File: src/rtl/dice_disp_pkg.sv
// Shared constants and state encoding for the DICE thread-ID dispatcher.
package dice_disp_pkg;

  localparam int unsigned NUM_TID             = 512;
  localparam int unsigned TID_WIDTH           = $clog2(NUM_TID);
  localparam int unsigned MAX_CGRA_PIPE_STAGE = 32;
  localparam int unsigned MAX_IO_PIPE_STAGE   = 8;
  localparam int unsigned DRAIN_WIDTH         = $clog2(MAX_CGRA_PIPE_STAGE + 2 * MAX_IO_PIPE_STAGE + 1);
  // Full-precision width of ntid_x*ntid_y*ntid_z.
  localparam int unsigned PROD_WIDTH          = 3 * TID_WIDTH;
  // Thread total must hold NUM_TID itself, one bit wider than a TID.
  localparam int unsigned TOTAL_WIDTH         = TID_WIDTH + 1;

  typedef enum logic [1:0] {
    ST_IDLE,
    ST_LOAD,
    ST_ISSUE,
    ST_DRAIN
  } disp_state_e;

endpackage

File: src/rtl/dice_tid_counter_3d.sv
// Nested x/y/z thread counter with a parallel linear count; no divider needed.
module dice_tid_counter_3d
  import dice_disp_pkg::*;
(
  input  logic                 clk,
  input  logic                 rst_n,
  input  logic                 clr_cnt,
  input  logic                 inc,
  input  logic [TID_WIDTH-1:0] ntid_x,
  input  logic [TID_WIDTH-1:0] ntid_y,
  input  logic [TID_WIDTH-1:0] ntid_z,
  output logic [TID_WIDTH-1:0] x,
  output logic [TID_WIDTH-1:0] y,
  output logic [TID_WIDTH-1:0] z,
  output logic [TID_WIDTH-1:0] cur
);

  // Advance x fastest, carrying into y and then z on each wrap.
  always_ff @(posedge clk) begin
    if (!rst_n || clr_cnt) begin
      x   <= '0;
      y   <= '0;
      z   <= '0;
      cur <= '0;
    end else if (inc) begin
      cur <= cur + TID_WIDTH'(1);
      if (x == ntid_x - TID_WIDTH'(1)) begin
        x <= '0;
        if (y == ntid_y - TID_WIDTH'(1)) begin
          y <= '0;
          if (z == ntid_z - TID_WIDTH'(1)) z <= '0;
          else                             z <= z + TID_WIDTH'(1);
        end else begin
          y <= y + TID_WIDTH'(1);
        end
      end else begin
        x <= x + TID_WIDTH'(1);
      end
    end
  end

endmodule

File: src/rtl/dice_tid_dispatcher.sv
// Issues one CTA's thread IDs in linear order, then waits out the pipeline drain.
module dice_tid_dispatcher
  import dice_disp_pkg::*;
(
  input  logic                   clk,
  input  logic                   rst_n,
  input  logic                   clr,
  input  logic                   start,
  input  logic [TID_WIDTH-1:0]   ntid_x,
  input  logic [TID_WIDTH-1:0]   ntid_y,
  input  logic [TID_WIDTH-1:0]   ntid_z,
  input  logic [NUM_TID-1:0]     active_mask,
  input  logic [DRAIN_WIDTH-1:0] drain_latency,
  input  logic                   disp_stall,
  output logic                   disp_valid,
  output logic [TID_WIDTH-1:0]   disp_tid,
  output logic [TID_WIDTH-1:0]   tid_x,
  output logic [TID_WIDTH-1:0]   tid_y,
  output logic [TID_WIDTH-1:0]   tid_z,
  output logic                   busy,
  output logic                   done,
  output logic                   cfg_err
);

  disp_state_e            state;
  logic [TID_WIDTH-1:0]   lat_x, lat_y, lat_z;
  logic [DRAIN_WIDTH-1:0] drain_lat;
  logic [DRAIN_WIDTH-1:0] drain_cnt;
  logic [TOTAL_WIDTH-1:0] total;
  logic [TID_WIDTH-1:0]   cnt_x, cnt_y, cnt_z, cur;
  logic [PROD_WIDTH-1:0]  prod_c;
  logic                   last_c;
  logic                   inc_c;
  logic                   clr_cnt_c;

  assign prod_c    = PROD_WIDTH'(lat_x) * PROD_WIDTH'(lat_y) * PROD_WIDTH'(lat_z);
  assign last_c    = ({1'b0, cur} == total - TOTAL_WIDTH'(1));
  assign inc_c     = (state == ST_ISSUE) && !disp_stall;
  assign clr_cnt_c = clr || (state == ST_LOAD);

  dice_tid_counter_3d u_cnt (
    .clk     (clk),
    .rst_n   (rst_n),
    .clr_cnt (clr_cnt_c),
    .inc     (inc_c),
    .ntid_x  (lat_x),
    .ntid_y  (lat_y),
    .ntid_z  (lat_z),
    .x       (cnt_x),
    .y       (cnt_y),
    .z       (cnt_z),
    .cur     (cur)
  );

  // Dispatcher FSM, drain counter and registered outputs.
  always_ff @(posedge clk) begin
    if (!rst_n || clr) begin
      state      <= ST_IDLE;
      lat_x      <= '0;
      lat_y      <= '0;
      lat_z      <= '0;
      drain_lat  <= '0;
      drain_cnt  <= '0;
      total      <= '0;
      disp_valid <= 1'b0;
      disp_tid   <= '0;
      tid_x      <= '0;
      tid_y      <= '0;
      tid_z      <= '0;
      busy       <= 1'b0;
      done       <= 1'b0;
      cfg_err    <= 1'b0;
    end else begin
      done <= 1'b0;
      case (state)
        ST_IDLE: begin
          disp_valid <= 1'b0;
          busy       <= 1'b0;
          // The completion cycle still counts as busy, so a start there is ignored.
          if (start && !done) begin
            lat_x     <= ntid_x;
            lat_y     <= ntid_y;
            lat_z     <= ntid_z;
            drain_lat <= drain_latency;
            cfg_err   <= 1'b0;
            busy      <= 1'b1;
            state     <= ST_LOAD;
          end
        end
        ST_LOAD: begin
          if (prod_c > PROD_WIDTH'(NUM_TID)) begin
            cfg_err <= 1'b1;
            total   <= TOTAL_WIDTH'(NUM_TID);
          end else begin
            total   <= TOTAL_WIDTH'(prod_c);
          end
          // An empty CTA skips ISSUE; the drain is shortened by the skipped ISSUE cycle.
          if (prod_c == '0) begin
            if (drain_lat == '0) begin
              done  <= 1'b1;
              state <= ST_IDLE;
            end else begin
              drain_cnt <= drain_lat - DRAIN_WIDTH'(1);
              state     <= ST_DRAIN;
            end
          end else begin
            state <= ST_ISSUE;
          end
        end
        ST_ISSUE: begin
          if (disp_stall) begin
            disp_valid <= 1'b0;
          end else begin
            disp_valid <= active_mask[cur];
            disp_tid   <= cur;
            tid_x      <= cnt_x;
            tid_y      <= cnt_y;
            tid_z      <= cnt_z;
            if (last_c) begin
              drain_cnt <= drain_lat;
              state     <= ST_DRAIN;
            end
          end
        end
        ST_DRAIN: begin
          disp_valid <= 1'b0;
          if (drain_cnt == '0) begin
            done  <= 1'b1;
            state <= ST_IDLE;
          end else begin
            drain_cnt <= drain_cnt - DRAIN_WIDTH'(1);
          end
        end
        default: state <= ST_IDLE;
      endcase
    end
  end

endmodule
File: config.mk
export PLATFORM = sky130hd
export DESIGN_NAME = dice_tid_dispatcher
export DESIGN_NICKNAME = d
export VERILOG_FILES = /design/src/rtl/dice_disp_pkg.sv /design/src/rtl/dice_tid_counter_3d.sv /design/src/rtl/dice_tid_dispatcher.sv
export SDC_FILE = /design/constraint.sdc
export NUM_CORES = 1
export LEC_CHECK = 0
export ABC_AREA = 1
export ABC_CLOCK_PERIOD_IN_PS = 7800
export BUFFER_PORTS_ARGS = -buffer_cell sky130_fd_sc_hd__buf_2
export CORE_AREA = 2 2 230 232
export CTS_BUF_LIST = sky130_fd_sc_hd__clkbuf_8 sky130_fd_sc_hd__clkbuf_16
export CTS_CLUSTER_DIAMETER = 50
export DETAILED_ROUTE_END_ITERATION = 8
export DIE_AREA = 0 0 232 234
export HOLD_SLACK_MARGIN = 0.1
export SLEW_MARGIN = 20
export SYNTH_ARGS = -nofsm -noshare
export SYNTH_HDL_FRONTEND = slang
export SYNTH_HIERARCHICAL = 1
export SYNTH_SLANG_ARGS = --single-unit
File: constraint.sdc
create_clock -name clk -period 7.8 [get_ports clk]
set_input_delay 0.39 -clock clk [delete_from_list [all_inputs] [get_ports clk]]
set_output_delay 0.39 -clock clk [all_outputs]
set_load 0.01 [all_outputs]
==> flow_summary_export.csv <==
group,metric,value,unit
clock_network,cts_tree,"done",
synth,synthMuxAreaShare,0.1509,%
routing,finalWirelength,81730,µm
setup_path,worstSetupPathType,"flip-flop to flip-flop",
place,numPortBuffers,589,
finish,final_util,49.05,%
setup_path,required,8.18,ns
floorplanning,start_util,38.26,%
job,maxCapViolations,0,
routing,wl_per_cell,17.79,µm
synth,synth_top_cell_area_share,16.77,%
sta,tightest_slew,1.064,ns
routing,drcViolationCount,0,
synth,synth-compound-area-share,9.706,%
global_route,grt_pass1_vias,21790,
power_and_ir_drop,peakVddDrop,0.1090,mV
place,place_congestion,0.9442,
clock_network,clk_latency,0.47,ns
synth,synth-seq-cells,127,
synth,synth_cell_types,50,
synth,netlist_top_cells_count,"nand2_1, inv_1, nand3_1",
synth,synth_most_common_cell,"nand2_1",
setup_path,critPathSlowestCell,"fa_2",
clock_network,clk_pin_slew,0.06,ns
synth,synth_top_cell_by_area,"nand2_1",
routing,drt-initial-drc-count,1799,
finish,largest_reg_flops,10,
sta,rsz0062_at_grt,"yes",
synth,ys_warn_count,6,
sta,fin_worst_skew,0.01871,ns
finish,drive_gt1_share,25.69,%
synth,syn-num-nets,4105,
place,dpl.hpwl,65200,µm
floorplanning,die_h,234,µm
sta,period_minus_slack,8.265,ns
setup_path,crit_path_end_kind,"flip-flop",
power_and_ir_drop,p_per_area,76.60,nW/µm²
synth,synthXorXnorAreaFrac,3.124,%
sta,setup_viol,20,
clock_network,cts_made_buffers,17,
synth,synth_area_leaders,"nand2_1, fa_1, dfxtp_1",
run_status,violations,"negative setup slack",
setup_path,crit_top_cell,"fa_1",
finish,area_growth,28.22,%
global_route,grt_use_total,29.31,%
sta,hold_viol,0,
setup_path,startpoint_type,"flip-flop",
routing,ant_nets,0,
sta,setup_ws,-0.4647,ns
clock_network,cts_root_buffer,"clkbuf_16",
routing,dr_total_vias,23370,
setup_path,r2r_slack,-0.46,ns
clock_network,clk_path_buf_depth,2,
global_route,grt_pass1_wl,122700,µm
sta,fmax,0.1210,GHz
synth,netlist_area,19900,µm²
floorplanning,core_region_area,52020,µm²
routing,first_pass_iters,6,
worst_hold_path,hold_path_class,"input port to flip-flop",
synth,synth-edff-count,0,
global_route,grt_antenna_before_repair,5,
floorplanning,dieArea,54290,µm²
synth,synthAdderAreaFrac,22.62,%
run_status,status,"finished, violations left",
setup_path,arrival,8.65,ns
synth,synth_seq_area_share,12.77,%
clock_network,clock_sinks,127,
synth,syn_area_per_cell,6.044,µm²
sta,fin_setup_tns,-7.407,ns
finish,nNetsFinal,4703,
synth,syn_inst,3293,
setup_path,path_max_fanout,6,
power_and_ir_drop,power,1.955,mW
clock_network,htree_levels,4,
synth,yosys.area_share.simple,38.52,%
floorplanning,dieWidth,232,µm
global_route,overflow,0,
sta,drv_slew,0,
sta,slew_headroom,28.62,%
sta,finalCritPeriodShare,106.0,%
synth,async_flop_share,0,%
clock_network,postCtsHoldBufs,0,
global_route,grt_start_max_net_pins,126,
power_and_ir_drop,total_leakage_power,13.10,nW
finish,regMostFlops,"total",
synth,synth_top_family_by_area,"simple AND/OR/NAND/NOR gates",
synth,postSynth.topFlopCell,"dfxtp_1",
floorplanning,io_pins,590,
floorplanning,std_cell_rows,84,
routing,routed_via_density,5.087,
setup_path,cpPeakStageDelay,0.58,ns
[where the power goes]
part           switching (mW)  internal, mW
clock network           0.350         0.474
logic                   0.246         0.211
registers              0.0196         0.654
total                   0.616          1.34
[layout make-up]
type	count	area, µm²
Fill cell	5574	26500
Multi-Input combinational cell	2497	15330
Timing Repair Buffer	757	4274
Sequential cell	127	2609
Inverter	491	1854
Tap cell	688	860.8
Clock buffer	17	425.4
Clock inverter	15	160.2
Antenna cell	3	7.507
[layer usage]
| layer | GRT usage [%] | share of wire, % | vias up |
|---|---|---|---|
| met4 | 11.20 | 3.6 | 6 |
| met1 | 38.58 | 43 | 10950 |
| met2 | 48.08 | 46 | 765 |
| met5 | 0 | 0.050 | - |
| li1 | - | - | 11520 |
| met3 | 4.912 | 6.7 | 137 |
[kinds of logic (layout without fill, tap and decap cells)]
kind of cell             after synthesis  in the layout
other                                  0              3
XOR/XNOR                              67             67
AND/OR/NAND/NOR                     1800           1801
adder cells (fa/ha/maj)              262            262
buffers and inverters                670           1280
AO/OA/AOI/OAI                        364            364
flip-flops                           127            127
multiplexers                           3              3
[metrics by stage]
step           cell area, µm²  instances  hold slack, ns  worst slack, ns
3_3_place_gp            24270       4529          0.4410          -0.5552
5_1_grt                 25520       4594          0.1561          -0.8727
6_report                25520       4595          0.1608          -0.4647
4_1_cts                 25330       4582          0.1422          -0.3169
2_1_floorplan           20280       3293          0.4391         -0.02043
3_5_place_dp            24270       4529          0.4458          -0.7219
[path summary, 6_finish.rpt]
| check | start | endpoint | depth (start not counted) |
|---|---|---|---|
| worst max-delay path | lat_x[5]$_SDFFE_PP0P_ | total[5]$_SDFFE_PP0P_ | 39 |
| worst min-delay path | ntid_y[1] | lat_y[1]$_SDFFE_PP0P_ | 3 |
| worst max register to register | lat_x[5]$_SDFFE_PP0P_ | total[5]$_SDFFE_PP0P_ | 39 |
| worst min register to register | disp_valid$_SDFFE_PP0P_ | disp_valid$_SDFFE_PP0P_ | 2 |
[cells in the final DEF, fill, tap and decap left out, drive strengths merged, types with 4 or more instances in the layout]
cell type,synthesis,layout
nand2,906,907
buf,74,757
inv,487,493
nand3,443,443
nor2,379,379
o21ai,181,181
fa,163,163
dfxtp,127,127
a21oi,125,125
ha,99,99
o22ai,47,47
xor2,40,40
xnor2,25,25
nand4,24,24
clkbuf,105,17
nor3,16,16
or2,11,11
nand3b,8,8
clkinv,4,8
o21bai,6,6
nor3b,5,5
and2,4,4
[timing repair]
item,CTS,global route
hold endpoints to repair,0,0
setup buffers,20,10
cloned,1,0
pin swaps,40,21
endpoints found under the setup margin,20,20
resized for setup,82,33
[critical path, delay by kind of cell, from the launching register on]
family	cells	cell delay, ns
xor+xnor	1	0.21
simple gates	15	1.62
flops	1	0.40
compound gates	7	1.02
fa+ha+maj	10	4.43
buf+inv	6	0.51
No activity file was read; power rests on OpenSTA's default activity.
